File: src/rtl/magnitude_comparator.sv
// N-bit magnitude comparator with one-cycle registered, one-hot eq/lt/gt flags.
// Define MAG_CMP_SIGNED_EN to compare operands as two's-complement signed values.
module magnitude_comparator #(
  parameter int N = 16
) (
  input  logic         clk,
  input  logic         rst,
  input  logic         in_valid,
  input  logic [N-1:0] a,
  input  logic [N-1:0] b,
  output logic         out_valid,
  output logic         eq,
  output logic         lt,
  output logic         gt
);

  logic eq_s;
  logic lt_s;
  logic gt_s;
  logic out_valid_r;
  logic eq_r;
  logic lt_r;
  logic gt_r;

  // Combinational relation of the current operand pair.
  always_comb begin
    eq_s = 1'b0;
    lt_s = 1'b0;
    gt_s = 1'b0;
    eq_s = (a == b);
`ifdef MAG_CMP_SIGNED_EN
    lt_s = ($signed(a) < $signed(b));
`else
    lt_s = (a < b);
`endif
    gt_s = ~eq_s & ~lt_s;
  end

  // Result registers; flags hold their value across idle cycles.
  always_ff @(posedge clk or posedge rst) begin
    if (rst) begin
      out_valid_r <= 1'b0;
      eq_r        <= 1'b0;
      lt_r        <= 1'b0;
      gt_r        <= 1'b0;
    end else if (in_valid) begin
      out_valid_r <= 1'b1;
      eq_r        <= eq_s;
      lt_r        <= lt_s;
      gt_r        <= gt_s;
    end else begin
      out_valid_r <= 1'b0;
    end
  end

  assign out_valid = out_valid_r;
  assign eq        = eq_r;
  assign lt        = lt_r;
  assign gt        = gt_r;

endmodule

File: config.mk
export PLATFORM = sky130hd
export DESIGN_NAME = magnitude_comparator
export DESIGN_NICKNAME = d
export VERILOG_FILES = /design/src/rtl/magnitude_comparator.sv
export SDC_FILE = /design/constraint.sdc
export NUM_CORES = 1
export LEC_CHECK = 0
export CORE_MARGIN = 2
export CORE_UTILIZATION = 34
export DETAILED_ROUTE_END_ITERATION = 6
export GPL_ROUTABILITY_DRIVEN = 0
export PLACE_DENSITY_LB_ADDON = 0.12
export RECOVER_POWER = 100
export SLEW_MARGIN = 20
export SYNTH_ARGS = -nofsm -noshare
export SYNTH_HDL_FRONTEND = slang
export SYNTH_SLANG_ARGS = --single-unit
File: constraint.sdc
create_clock -name clk -period 1 [get_ports clk]
set_input_delay 0.2 -clock clk [delete_from_list [all_inputs] [get_ports clk]]
set_output_delay 0.2 -clock clk [all_outputs]
set_load 0.05 [all_outputs]
* Word-level counts from Yosys, hierarchy flattened *
Cells that the tools add are included.

word-level totals
  register bits = 4
  output and inout port bits = 4
  logic and storage cells = 10

operators by class
  order comparisons = 1
  equal/unequal tests = 1
  multiplexer cells = 1
  bitwise logic cells = 3

operators with widths
  operator      number
  $eq 16x16->1  1
  $lt 16x16->1  1
  $not 1->1     2
  $and 1x1->1   1
  $mux 1        1

* Logic depth before layout (Yosys ltp) *
Gate-level depths: netlist of run 1.

  depth after elaboration = 3
  mapped depth = 6
  gate-level depth less buffers = 6

* Worst setup path before layout of run 1 *
Ideal clock, no wire load.

  path kind = input to register
  from = input port b[14]
  to = register lt_r (netlist: lt)
  data arrival time = 1239 ps
  data required time = 868 ps
  path slack = -371 ps
  stages on the path = 6
  path buffers = 0
  cells stage by stage = inv_1 -> ha_1 -> nand4_2 -> nor4_4 -> a21boi_2 -> o32ai_1

on the way
  word-level cells in the longest chain between the ends = 1

ends and longest elaborated chain
  what                  line  text
  start, declared       10    input logic [N-1:0] b,
  $lt 16x16->1          34    lt_s = (a < b);
  end signal, assigned  49    lt_r <= lt_s;
  end, declared         22    logic lt_r;

Every way passes these cells.
A chain may end at the register's enable or synchronous reset.

* Final worst setup path of run 1 *
  from = input port b[12]
  to = register lt_r (netlist: lt)

The elaborated chain is that of the path after synthesis.

==> summary.txt, run 1 <==
register area share after synthesis: 17.4%
Die Ht: 45.1 um
initial antenna violation count: 0
Hold Slack: 0.292 ns
biggest cell delay along the critical path: 0.34 ns
Final Non-Filler Cells: 131
DIE WIDTH: 45.1 um
full die area: 0.00203 mm^2
area grow syn2layout: 119%
number of library cell types mapped by synthesis: 22
RSZ-0062 raised after global routing: yes
synthesis-stage register bit count: 4
Vias/cell: 5.31
minimum clock period: 1.29 ns
worst-skew pair later-pin latency: 0.23 ns
Mapped Cells: 66
Max transition margin: 80.8%
first-pass GRT wire length: 3.33 mm
crit-path leading delay family: simple AND/OR/NAND/NOR gates
fraction of registers with async set or reset after synthesis: 100%
Util after Layout: 81.7%
clk_skew: 0 ns
H-tree levels: 1
EDFF count, synth: 0
Root Buffer: clkbuf_4
Residual DRC: 0
# nets final: 168
clk slew on worst S/H paths: 0.04 ns
most common flop cell mapped by yosys: dfrtp_1
crit start category: primary input
Mean Syn Cell Area: 8.70 um^2
met1 Resource Use GR: 25.7%
M3 GR Usage: 4.40%
Syn Nets: 117
crit path DAT: 1.40 ns
via count: 695
Buf/Inv on CP: 2
setup TNS: -0.820 ns
outcome: finished, violations left
Placed Cells: 124
I/O pins: 39
Remaining Overflow, GRT: 0
crit path kind: primary input to register
Crit. End Element: register
slowest CP cell: nor4_4
fin area: 0.00126 mm^2
final setup fails: 6
Max Clk Rate: 776 MHz
gr busiest metal: met2
Antenna Nets Post-Route: 0
Synth Cell Area: 574 um^2
initial DRC count: 9
WL final: 1.99 mm
Max-Cap Viols: 0
PD cells: 780 mW/mm^2
GRT Util Overall: 23.4%
# diodes: 0
CTS Buffer Depth: 2
Initial Util: 37.3%
largest net degree at the start of global routing: 5
worst hold-check path type: primary input to asynchronous set/reset pin
DRT Pass-1 Iters: 4
number of CTS-inserted buffers: 3
vias in the first global route: 778
# rows: 14
Least-Margin Pin Slew: 0.286 ns
wire per inst: 15.2 um
Final Slew Violations: 0
Synth Warn #: 0
final hold vios: 0
layout cells sized above 1: 70.4%
clock tree from TritonCTS: yes
Tcrit/Tclk final: 129%
Buffers on Ports: 38
failing checks: negative setup slack
Max IR drop VDD: 804 uV
cells along the critical path: buf_2, inv_2, ha_4, nand4_4, nor4_4, a21boi_4, o32ai_2
met2 layer usage reported by global route: 44.3%
placed inst area: 0.00122 mm^2
final setup margin: -0.288 ns
LEAKAGE: 0.584 nW
Power Total: 983 uW
CP Max Fanout: 3
hpwl dp: 1.49 mm
clock sinks: 4
Setup WS pre-CTS: -1.02 ns
WP data required: 1.11 ns
CORE AREA: 0.00154 mm^2
## cell usage in the layout (no fill, tap or decap), drive strengths merged
master / Yosys / final
o221ai: 1 / 1
inv: 19 / 19
nand2: 3 / 3
or2: 1 / 1
a32o: 1 / 1
dfrtp: 4 / 4
a31oi: 1 / 1
nor2: 1 / 1
nor2b: 1 / 1
buf: 0 / 35
nor4: 1 / 1
a211oi: 1 / 1
o21a: 1 / 1
o211ai: 1 / 1
a21oi: 6 / 6
nand4: 3 / 3
and4: 1 / 1
clkbuf: 0 / 6
o32ai: 1 / 1
o31a: 1 / 1
dlygate4sd3: 0 / 1
a21boi: 1 / 1
a21o: 1 / 1
dlygate4sd2: 0 / 7
ha: 16 / 16
## cell usage after synthesis, types with 2 or more instances
| cell type | count | area (um^2) |
|---|---|---|
| inv_1 | 19 | 71.3 |
| ha_1 | 16 | 200 |
| a21oi_1 | 6 | 30.0 |
| dfrtp_1 | 4 | 100 |
| nand2_1 | 3 | 11.3 |
| nand4_2 | 2 | 25.0 |
## logic make-up (layout without fill, tap and decap cells)
group	count (synthesis)	in the layout	synth area share, %
simple gates	11	11	15.5
flops	4	4	17.4
fa+ha+maj	16	16	34.9
buf+inv	19	68	12.4
compound gates	16	16	19.8
## cell type report
class	instances	area, um^2
flip-flops and latches	4	100
multi-input cells	43	642
fillers	86	282
clock buffers	3	22.5
well taps	16	20.0
inverters	19	93.8
repair buffers	46	382
## sequential cells by signal, indices dropped and copies added (netlist names)
name	flops
eq	1
gt	1
out_valid	1
lt	1
## path summary, 6_finish.rpt
check	to	start	slack (ns)	cells after the start
max in group asynchronous	gt	rst	0.56	2
worst max register to register	gt	gt	0.12	3
worst min register to register	eq	eq	0.58	1
min in group clk	out_valid	in_valid	0.38	2
worst min-delay path	eq	rst	0.29	2
worst max-delay path	lt	b[12]	-0.29	7
## metal layers
layer	vias to the layer above	part of all wire [%]
li1	332	-
met1	343	38
met2	20	57
met3	0	4.3
met4	0	0
met5	-	0
## timing repair
action,CTS,global route
setup buffers,2,2
gates resized for setup,126,7
pin swaps,34,10
setup endpoints to repair,6,6
hold buffers,0,0
## where the power goes
part           internal [mW]  switching (mW)
Sequential             0.176          0.0184
Combinational          0.314           0.267
Clock                  0.135          0.0729
(Power assumes the default switching activity.)
==> run 2, diff against run 1 <==
--- a/config.mk
+++ b/config.mk
@@ -9,7 +9,7 @@
 export CORE_UTILIZATION = 34
 export DETAILED_ROUTE_END_ITERATION = 6
 export GPL_ROUTABILITY_DRIVEN = 0
-export PLACE_DENSITY_LB_ADDON = 0.12
+export PLACE_DENSITY = 0.88
 export RECOVER_POWER = 100
 export SLEW_MARGIN = 20
 export SYNTH_ARGS = -nofsm -noshare
==> summary.txt, run 2 (synthesized netlist as in run 1, its figures left out) <==
outcome: finished, violations left (unchanged)
failing checks: negative setup slack (unchanged)
WP data required: 1.10 ns (was 1.11 ns)
area grow syn2layout: 122% (was 119%)
# diodes: 0 (unchanged)
met1 Resource Use GR: 24.6% (was 25.7%)
DIE WIDTH: 45.1 um (unchanged)
layout cells sized above 1: 73.2% (was 70.4%)
# nets final: 165 (was 168)
CTS Buffer Depth: 2 (unchanged)
PD cells: 784 mW/mm^2 (was 780 mW/mm^2)
crit start category: primary input (unchanged)
Root Buffer: clkbuf_4 (unchanged)
Initial Util: 37.3% (unchanged)
Max IR drop VDD: 679 uV (was 804 uV)
gr busiest metal: met2 (unchanged)
Antenna Nets Post-Route: 0 (unchanged)
RSZ-0062 raised after global routing: yes (unchanged)
Max Clk Rate: 763 MHz (was 776 MHz)
vias in the first global route: 751 (was 778)
clk slew on worst S/H paths: 0.04 ns (about the same)
final setup fails: 4 (was 6)
crit path DAT: 1.41 ns (was 1.40 ns)
clock sinks: 4 (unchanged)
H-tree levels: 1 (unchanged)
crit path kind: primary input to register (unchanged)
via count: 671 (was 695)
met2 layer usage reported by global route: 44.9% (was 44.3%)
Buffers on Ports: 38 (unchanged)
GRT Util Overall: 23.8% (was 23.4%)
hpwl dp: 1.61 mm (was 1.49 mm)
Max-Cap Viols: 0 (unchanged)
worst hold-check path type: primary input to asynchronous set/reset pin (unchanged)
slowest CP cell: nor4_4 (unchanged)
Hold-fix buffers, CTS: 0 (unchanged)
number of CTS-inserted buffers: 3 (unchanged)
Remaining Overflow, GRT: 0 (unchanged)
full die area: 0.00203 mm^2 (unchanged)
worst-skew pair later-pin latency: 0.23 ns (about the same)
Final Slew Violations: 0 (unchanged)
first-pass GRT wire length: 3.32 mm (was 3.33 mm)
CP Max Fanout: 3 (unchanged)
clk_skew: 0 ns (unchanged)
wire per inst: 16.8 um (was 15.2 um)
# rows: 14 (unchanged)
crit-path leading delay family: simple AND/OR/NAND/NOR gates (unchanged)
cells along the critical path: buf_6, inv_4, ha_4, nand4_4, nor4_4, a21boi_4, o32ai_4 (was buf_2, inv_2, ha_4, nand4_4, nor4_4, a21boi_4, o32ai_2)
most frequent cells in the layout: buf_2, ha_4, inv_2 (was buf_2, ha_4, buf_4)
Buf/Inv on CP: 2 (unchanged)
final setup margin: -0.311 ns (was -0.288 ns)
Tcrit/Tclk final: 131% (was 129%)
initial antenna violation count: 0 (unchanged)
LEAKAGE: 0.570 nW (was 0.584 nW)
Residual DRC: 0 (unchanged)
Crit. End Element: register (unchanged)
M3 GR Usage: 4.00% (was 4.40%)
initial DRC count: 23 (was 9)
I/O pins: 39 (unchanged)
Least-Margin Pin Slew: 0.417 ns (was 0.286 ns)
Hold Slack: 0.312 ns (was 0.292 ns)
fill cell instance count of the final layout: 98 (was 86)
Max transition margin: 72.2% (was 80.8%)
biggest cell delay along the critical path: 0.30 ns (was 0.34 ns)
CORE AREA: 0.00154 mm^2 (unchanged)
DRT Pass-1 Iters: 4 (unchanged)
Setup WS pre-CTS: -1.04 ns (was -1.02 ns)
minimum clock period: 1.31 ns (was 1.29 ns)
Vias/cell: 5.24 (was 5.31)
largest net degree at the start of global routing: 5 (unchanged)
Die Ht: 45.1 um (unchanged)
clock tree from TritonCTS: yes (unchanged)
final hold vios: 0 (unchanged)
leading cell type in the layout, fill and taps excluded: buf_2 (unchanged)
WL final: 2.15 mm (was 1.99 mm)
[run 2: changes by cell type in the layout (fill, tap and decap cells not counted), moves of 2 or more]
cell	delta
a21oi_2	-2
inv_2	+4
ha_1	-2
inv_1	-3
ha_4	+2
buf_4	-3
[run 2: routing by layer]
metal	vias up	part of all wire, %
li1	325	-
met4	0	4.4
met5	-	0
met2	36	54
met1	299	36
met3	11	5.9
[run 2: final cells by class]
cell class | count | area (um^2) | area share [%]
clock buffers | 3 | 22.5 | 1.77
inverters | 19 | 91.3 | 7.16
multi-input cells | 43 | 682 | 53.5
flip-flops and latches | 4 | 100 | 7.85
well taps | 16 | 20.0 | 1.57
repair buffers | 43 | 359 | 28.2
[run 2: through the flow]
step	util (%)	power [mW]	TNS (ns)	instance area, um^2	instances
floorplan	-	0.457	-0.615	751	66
global placement	78.7	0.715	-2.70	1210	123
detailed placement	78.7	0.738	-2.84	1210	123
CTS	81.6	0.986	-0.546	1260	128
global route	82.7	1.07	-0.897	1270	128
finish	82.7	0.999	-0.750	1270	128
[run 2: path summary, 6_finish.rpt]
| path | start | endpoint | slack, ns | cells after the start |
|---|---|---|---|---|
| worst max-delay path | b[14] | lt | -0.31 | 7 |
| worst min-delay path | rst | out_valid | 0.31 | 2 |
| worst max register to register | lt | lt | 0.09 | 3 |
| worst min register to register | eq | eq | 0.56 | 1 |
| max in group asynchronous | rst | gt | 0.52 | 2 |
| min in group clk | in_valid | out_valid | 0.38 | 2 |
[run 2: power by group]
group	internal [mW]	leakage (nW)	total [mW]	switching (mW)
sequential	0.176	0.0489	0.190	0.0146
combinational	0.321	0.507	0.602	0.281
clock	0.135	0.0138	0.207	0.0723
[run 2: what timing repair did]
action	CTS	global route
setup endpoints to repair	6	7
resized for setup	129	9
gates cloned	0	0
pin swaps	31	7
buffers inserted	2	0
